==> config.mk <==
export PLATFORM = sky130hd
export DESIGN_NAME = wavetable_scheduler
export DESIGN_NICKNAME = d
export VERILOG_FILES = /design/src/rtl/wavetable_scheduler.sv
export SDC_FILE = /design/constraint.sdc
export NUM_CORES = 1
export LEC_CHECK = 0
export BUFFER_PORTS_ARGS = -buffer_cell sky130_fd_sc_hd__buf_2
export CAP_MARGIN = 20
export CORE_ASPECT_RATIO = 0.6
export CORE_MARGIN = 2
export CORE_UTILIZATION = 55
export DETAILED_ROUTE_END_ITERATION = 10
export HOLD_SLACK_MARGIN = 0.12
export PLACE_DENSITY = 0.86
export SYNTH_ARGS = -nofsm -noshare
export SYNTH_HDL_FRONTEND = slang
export SYNTH_SLANG_ARGS = --single-unit
==> constraint.sdc <==
create_clock -name CLK -period 3.7 [get_ports CLK]
set_input_delay 0.37 -clock CLK [delete_from_list [all_inputs] [get_ports CLK]]
set_output_delay 0.37 -clock CLK [all_outputs]
set_load 0.01 [all_outputs]
==> src/rtl/wavetable_scheduler.sv <==
// Four-channel wavetable sampler: each Tick starts one frame that reads a sample for every enabled channel.
// Frame takes 5..9 cycles. Ticks that arrive mid-frame are dropped. Option: WAVETABLE_SCHEDULER_OVERRUN_EN flags dropped Ticks.
module wavetable_scheduler #(
    parameter logic [7:0] IDLE_LEVEL = 8'h80
) (
    input  logic        CLK,
    input  logic        RST,
    input  logic        Tick,
    input  logic [23:0] WavetableIndices,
    input  logic [7:0]  ChannelStatus,
    output logic        MemRE,
    output logic [6:0]  MemAddr,
    input  logic [7:0]  MemData,
    output logic [31:0] Samples,
    output logic [3:0]  SampleValid,
    output logic        FrameStrobe,
    output logic        Busy,
    input  logic        OverrunClr,
    output logic        Overrun
);

    typedef enum logic [1:0] {IDLE, READ, WAIT, DONE} state_t;

    state_t      state_q, state_d;
    logic [1:0]  ch_q, ch_d;
    logic [6:0]  addr_q;
    logic [31:0] samples_q;
    logic        ch_en;
    logic        ch_bank;
    logic [5:0]  ch_idx;
    logic [6:0]  rd_addr;

    // Channel controls are looked up only for the channel currently being serviced.
    assign ch_en   = ChannelStatus[{ch_q, 1'b0}];
    assign ch_bank = ChannelStatus[{ch_q, 1'b1}];
    assign ch_idx  = WavetableIndices[({3'b000, ch_q} * 5'd6) +: 6];
    assign rd_addr = {ch_bank, ch_idx};

    always_comb begin
        state_d = state_q;
        ch_d    = ch_q;
        MemRE   = 1'b0;
        case (state_q)
            IDLE: begin
                if (Tick) begin
                    ch_d    = 2'd0;
                    state_d = READ;
                end
            end
            READ: begin
                if (ch_en) begin
                    MemRE   = 1'b1;
                    state_d = WAIT;
                end else if (ch_q == 2'd3) begin
                    state_d = DONE;
                end else begin
                    ch_d    = ch_q + 2'd1;
                    state_d = READ;
                end
            end
            WAIT: begin
                if (ch_q == 2'd3) begin
                    state_d = DONE;
                end else begin
                    ch_d    = ch_q + 2'd1;
                    state_d = READ;
                end
            end
            DONE: state_d = IDLE;
            default: state_d = IDLE;
        endcase
    end

    // Address is presented combinationally during the read and held afterwards.
    assign MemAddr     = MemRE ? rd_addr : addr_q;
    assign FrameStrobe = (state_q == DONE);
    assign Busy        = (state_q != IDLE);
    assign Samples     = samples_q;

    always_ff @(posedge CLK) begin
        if (RST) begin
            state_q     <= IDLE;
            ch_q        <= 2'd0;
            addr_q      <= 7'd0;
            samples_q   <= {4{IDLE_LEVEL}};
            SampleValid <= 4'b0000;
        end else begin
            state_q     <= state_d;
            ch_q        <= ch_d;
            SampleValid <= 4'b0000;
            if (MemRE) begin
                addr_q <= rd_addr;
            end
            if (state_q == READ && !ch_en) begin
                samples_q[{ch_q, 3'b000} +: 8] <= IDLE_LEVEL;
                SampleValid[ch_q]              <= 1'b1;
            end
            if (state_q == WAIT) begin
                samples_q[{ch_q, 3'b000} +: 8] <= MemData;
                SampleValid[ch_q]              <= 1'b1;
            end
        end
    end

`ifdef WAVETABLE_SCHEDULER_OVERRUN_EN
    logic overrun_q;

    // Setting wins over a clear in the same cycle so no drop goes unreported.
    always_ff @(posedge CLK) begin
        if (RST) begin
            overrun_q <= 1'b0;
        end else if (Tick && Busy) begin
            overrun_q <= 1'b1;
        end else if (OverrunClr) begin
            overrun_q <= 1'b0;
        end
    end

    assign Overrun = overrun_q;
`else
    logic unused_overrun_clr;

    assign unused_overrun_clr = OverrunClr;
    assign Overrun            = 1'b0;
`endif

endmodule

==> run_results.csv, run 1 <==
group,metric,value,unit
worst_setup_path,cp-startpoint,"ch_q[0]$_SDFFE_PP0P_",
timing,fmax,0.389,GHz
logic_synthesis,netlist_area,2820,um^2
place,dp_slack,1.27,ns
cts,ctsHoldBuffers,0,
power_and_ir_drop,sw_frac_of_total,30.2,%
timing,fin_setup_tns,0,ns
global_route,track_usage,26.9,%
logic_synthesis,synth_edf_count,0,
final_layout,layout.nets,438,
routing,viasPerCell,6.01,
floorplan,start_util,56.4,%
timing,setup_ws,1.13,ns
run_status,status,"finished clean",
final_layout,antenna_cells,0,
cts,clkLatencyLatePin,0.32,ns
cts,cts_buffers,5,
cts,post-cts-setup-buffers,0,
floorplan,die_h,59.5,um
logic_synthesis,yosys.area.top_type_share,33.3,%
timing,drv_slew,0,
logic_synthesis,yosys_warnings,0,
place,portBuffers,88,
routing,postRouteWirelength,7460,um
routing,drt_first_iter_violations,176,
cts,cts-root-buf,"clkbuf_8",
logic_synthesis,synthCells,316,
global_route,grt_pass1_wl,11800,um
power_and_ir_drop,clkPwrFrac,32.0,%
logic_synthesis,async_reset_ff_share,0,%
worst_setup_path,reg2reg_depth,6,
worst_setup_path,start_kind,"flip-flop",
power_and_ir_drop,pwr-share-seq,44.4,%
floorplan,io_pins,91,
routing,met3_wirelength,703,um
logic_synthesis,synth-main-ff-cell,"dfxtp_1",
logic_synthesis,synthTopCellsByArea,"dfxtp_1 33%, nor3b_1 7.4%, o41ai_1 6.8%",
place,gp_congestion,0.830,
final_layout,mostFrequentLayoutCells,"88 x buf_2, 47 x dfxtp_1, 34 x inv_1",
job,maxCapViolCount,0,
routing,firstDrtPassIters,5,
worst_setup_path,crit_type,"flip-flop to flip-flop",
worst_setup_path,worstPathArrival,2.77,ns
routing,drc,0,
worst_setup_path,ff2ff_setup_slack,1.13,ns
worst_setup_path,r2r-end,"Samples[28]$_SDFF_PP0_",
logic_synthesis,synth_top_cell_by_area,"dfxtp_1",
final_layout,areaGrowthSynthToFinish,18.7,%
global_route,antenna_found_initial,0,
logic_synthesis,syn_avg_cell_area,8.94,um^2
timing,finClkSkew,0.0132,ns
routing,wl_met1,3250,um
routing,vias,2694,
worst_hold_path,hold_class,"input pin to flip-flop",
logic_synthesis,ys_seq_area_share,33.3,%
power_and_ir_drop,power_density,377,nW/um^2
timing,timing.final.hold_violations,0,
routing,wl_met2,3400,um
timing,holdWs,0.314,ns
floorplan,die_w,96.5,um
cts,cts_max_level,2,
cts,clk_path_buf_depth,2,
cts,post_cts_resized,0,
logic_synthesis,ys_seq_elements,47,
power_and_ir_drop,internal_power,0.882,mW
place,hpwl,5250,um
worst_setup_path,worstPathMaxFanout,13,
worst_setup_path,rr_startpoint,"ch_q[0]$_SDFFE_PP0P_",
timing,relSlewSlack,49.2,%
cts,cts_tree,"built",
global_route,grt_max_degree,44,
timing,grt_setup_unrepaired,"false",
floorplan,rows,20,
timing,finalCritPeriodShare,69.4,%
power_and_ir_drop,leakage,1.43,nW
routing,highest_layer,"met4",
worst_setup_path,cp_data_required_time,3.90,ns
cts,path_clk_slew,0.10,ns
power_and_ir_drop,power_frac_comb,23.6,%
timing,period_needed,2.57,ns
timing,setup_violations,0,
final_layout,nFillCells,420,
power_and_ir_drop,p_switching,0.382,mW
worst_setup_path,cp-endpoint,"Samples[28]$_SDFF_PP0_",
final_layout,mostFrequentLayoutCell,"buf_2",
floorplan,coreArea,5000,um^2
cts,cts_sinks,47,
logic_synthesis,synth_nets,373,
worst_setup_path,end_kind,"flip-flop",
timing,tightest_slew,0.761,ns
global_route,grt_overflow_total,0,
power_and_ir_drop,report.power.total,1.26,mW
routing,ant_nets,0,
floorplan,die-area,5740,um^2
global_route,grt_pass1_vias,2462,
logic_synthesis,ys_types,38,
power_and_ir_drop,ir_drop,0.000216,V
routing,wl_per_cell,16.7,um
final_layout,drive_above_1_share,33.0,%
-- synthesized netlist by cell type, types with 7 or more instances --
cell type,count
o41ai_1,22
nor3b_1,28
dfxtp_1,47
a41oi_1,7
inv_1,34
mux4_2,8
nor2b_1,10
a21oi_1,7
clkbuf_1,18
nand3_1,9
nand3b_1,8
a31oi_1,26
a21bo_2,7
nand2_1,20
buf_1,9
ha_1,13
-- critical path, stage by stage, from the launching register on --
cell      delay, ns
dfxtp_1        0.58
clkinv_1       0.47
ha_1           0.54
nor4bb_1       0.39
buf_4          0.24
a41oi_1        0.12
o41ai_1        0.11
-- layout make-up --
cell class              count  area [um^2]  share of cell area [%]
clock buffers               6         82.6                    2.46
clock inverters             2         35.0                    1.05
repair buffers             95          493                    14.7
well taps                  66         82.6                    2.46
multi-input cells         197         1590                    47.3
inverters                  35          131                    3.92
flip-flops and latches     47          941                    28.1
-- registers in the layout, indices dropped and copies added, names as in the netlist --
name and count:
SampleValid 4, Samples 32, addr_q 7, ch_q 2, state_q 2
-- per-layer routing --
metal	GRT usage [%]	vias up
met3	7.76	18
met2	41.2	124
li1	-	1282
met4	9.05	0
met1	36.8	1270
met5	0	-
-- power groups by stage --
stage / combinational, mW / clock (mW) / sequential, mW
after detailed placement: 0.294 / 0 / 0.572
after floorplan: 0.196 / 0 / 0.577
after global placement: 0.284 / 0 / 0.570
after CTS: 0.297 / 0.405 / 0.560
after global routing: 0.326 / 0.423 / 0.565
final: 0.298 / 0.404 / 0.561
-- worst min-delay path by stage --
stage	cells after the start	start	slack (ns)	endpoint
final	3	MemData[0]	0.31	Samples[24]$_SDFF_PP0_
after global routing	3	MemData[0]	0.34	Samples[24]$_SDFF_PP0_
after CTS	3	MemData[0]	0.31	Samples[24]$_SDFF_PP0_
after detailed placement	2	Samples[26]$_SDFF_PP0_	0.47	Samples[26]$_SDFF_PP0_
after global placement	2	Samples[31]$_SDFF_PP1_	0.45	Samples[31]$_SDFF_PP1_
after floorplan	2	state_q[1]$_SDFFE_PP0P_	0.48	state_q[1]$_SDFFE_PP0P_
-- per-stage QoR --
stage | utilization (%) | cells | instance area (um^2)
after floorplan | - | 316 | 2820
after global placement | 64.6 | 440 | 3230
after detailed placement | 64.6 | 440 | 3230
after CTS | 67.0 | 448 | 3350
after global routing | 67.0 | 448 | 3350
final | 67.0 | 448 | 3350
-- cells by family (layout without fill, tap and decap cells) --
logic type	count (synthesis)	after routing	synth area share, %
compound gates	87	87	24.3
simple gates	86	86	18.7
other cells	1	1	0.133
flops	47	47	33.3
mux	10	10	7.09
fa+ha+maj	13	13	5.76
buf+inv	72	138	10.7
Power figures use the tool's default switching activity.
==> inputs of run 2 (changes only) <==
CORE_UTILIZATION = 51   (was 55)
PLACE_DENSITY = 0.8   (was 0.86)
clock period = 2.56 ns   (was 3.7 ns; I/O delays follow)
==> run_results.csv, run 2 (synthesis results as in run 1) <==
group,metric,value,unit
run_status,status,"finished clean",
worst_setup_path,worstPathMaxFanout,19,
place,hpwl,5310,um
place,gp_congestion,0.831,
final_layout,mostFrequentLayoutCell,"buf_2",
cts,cts-root-buf,"clkbuf_8",
final_layout,mostFrequentLayoutCells,"88 x buf_2, 47 x dfxtp_1, 34 x inv_1",
worst_setup_path,crit_type,"flip-flop to primary output",
power_and_ir_drop,sw_frac_of_total,31.1,%
cts,clkLatencyLatePin,0.30,ns
final_layout,ff_latch_area,941,um^2
floorplan,rows,20,
cts,cts_max_level,2,
cts,path_clk_slew,0.09,ns
global_route,track_usage,24.1,%
routing,met3_wirelength,656,um
routing,ant_nets,0,
routing,vias,2678,
timing,fin_setup_tns,0,ns
routing,wl_met2,3200,um
power_and_ir_drop,internal_power,1.18,mW
global_route,grt_pass1_wl,11400,um
final_layout,drive_above_1_share,33.8,%
floorplan,die_w,100,um
final_layout,areaGrowthSynthToFinish,18.8,%
worst_setup_path,end_kind,"primary output",
timing,tightest_slew,0.672,ns
final_layout,antenna_cells,0,
power_and_ir_drop,report.power.total,1.71,mW
routing,firstDrtPassIters,5,
place,dp_slack,0.129,ns
final_layout,final_core_util,64.5,%
cts,ctsHoldBuffers,0,
power_and_ir_drop,clkPwrFrac,26.9,%
floorplan,start_util,54.3,%
cts,clk_path_buf_depth,2,
place,place_area,3250,um^2
final_layout,fin_area,3360,um^2
floorplan,die-area,6170,um^2
routing,wl_per_cell,16.3,um
final_layout,nFillCells,437,
power_and_ir_drop,pwr-share-seq,47.4,%
worst_hold_path,hold_class,"input pin to flip-flop",
job,maxCapViolCount,0,
global_route,grt_max_degree,38,
power_and_ir_drop,leakage,1.44,nW
power_and_ir_drop,power_density,508,nW/um^2
floorplan,coreArea,5200,um^2
timing,finClkSkew,0.00765,ns
place,dp.cells,442,
power_and_ir_drop,p_switching,0.530,mW
routing,highest_layer,"met4",
timing,relSlewSlack,55.2,%
final_layout,multiInputGateArea,1590,um^2
worst_setup_path,cp_data_required_time,2.30,ns
timing,setup_violations,0,
final_layout,layout.nets,442,
timing,timing.final.hold_violations,0,
timing,period_needed,2.42,ns
final_layout,largest_reg_flops,32,
place,portBuffers,88,
routing,viasPerCell,5.94,
cts,cts_tree,"built",
final_layout,fin_cells,451,
global_route,antenna_found_initial,0,
timing,grt_setup_unrepaired,"false",
timing,drv_slew,0,
global_route,grt_overflow_total,0,
power_and_ir_drop,power_frac_comb,25.6,%
floorplan,die_h,61.6,um
worst_setup_path,start_kind,"flip-flop",
timing,finalCritPeriodShare,94.5,%
cts,cts_buffers,5,
routing,postRouteWirelength,7360,um
routing,drt_first_iter_violations,176,
global_route,grt_pass1_vias,2292,
worst_setup_path,worstPathArrival,2.16,ns
timing,fmax,0.413,GHz
routing,drc,0,
power_and_ir_drop,ir_drop,0.000284,V
timing,setup_ws,0.140,ns
cts,cts_sinks,47,
routing,wl_met1,3450,um
floorplan,io_pins,91,
timing,holdWs,0.216,ns
-- run 2: changes by cell type in the layout (fill, tap and decap cells not counted) --
cell and change:
clkinv_1 -1, buf_4 +4, bufinv_16 -1, clkinvlp_4 +1
-- run 2: repair_timing --
action	CTS	global route
resized for setup	0	1
buffers inserted	0	2
setup endpoints to repair	0	25
-- run 2: cell type report --
| cell class | instances | share of cell area (%) |
|---|---|---|
| well taps | 66 | 2.46 |
| clock inverters | 1 | 0.149 |
| flip-flops and latches | 47 | 28.0 |
| repair buffers | 99 | 15.6 |
| inverters | 35 | 4.03 |
| multi-input cells | 197 | 47.3 |
| clock buffers | 6 | 2.46 |
-- run 2: path summary, 6_finish.rpt --
check	slack [ns]	depth (start not counted)	endpoint	start
hold / removal	0.22	3	Samples[25]$_SDFF_PP0_	MemData[1]
setup reg to reg	0.34	3	Samples[15]$_SDFF_PP1_	ch_q[0]$_SDFFE_PP0P_
setup / recovery	0.14	4	MemAddr[0]	ch_q[0]$_SDFFE_PP0P_
hold reg to reg	0.47	2	Samples[23]$_SDFF_PP1_	Samples[23]$_SDFF_PP1_
-- run 2: power by group through the flow --
stage / clock network (mW) / registers [mW] / logic, mW
after floorplan: 0 / 0.834 / 0.284
after global placement: 0 / 0.823 / 0.417
after detailed placement: 0 / 0.825 / 0.429
after CTS: 0.466 / 0.808 / 0.431
after global routing: 0.501 / 0.816 / 0.480
final: 0.459 / 0.809 / 0.437
-- run 2: worst max-delay path: stages, from the launching register on --
cell	delay [ns]
dfxtp_1	0.61
mux4_2	0.77
a21bo_2	0.29
nand2_1	0.07
buf_2	0.13
-- run 2: per-layer routing --
layer / vias up / global-route usage, %
li1: 1293 / -
met1: 1253 / 36.2
met2: 123 / 34.5
met3: 9 / 6.02
met4: 0 / 6.46
met5: - / 0
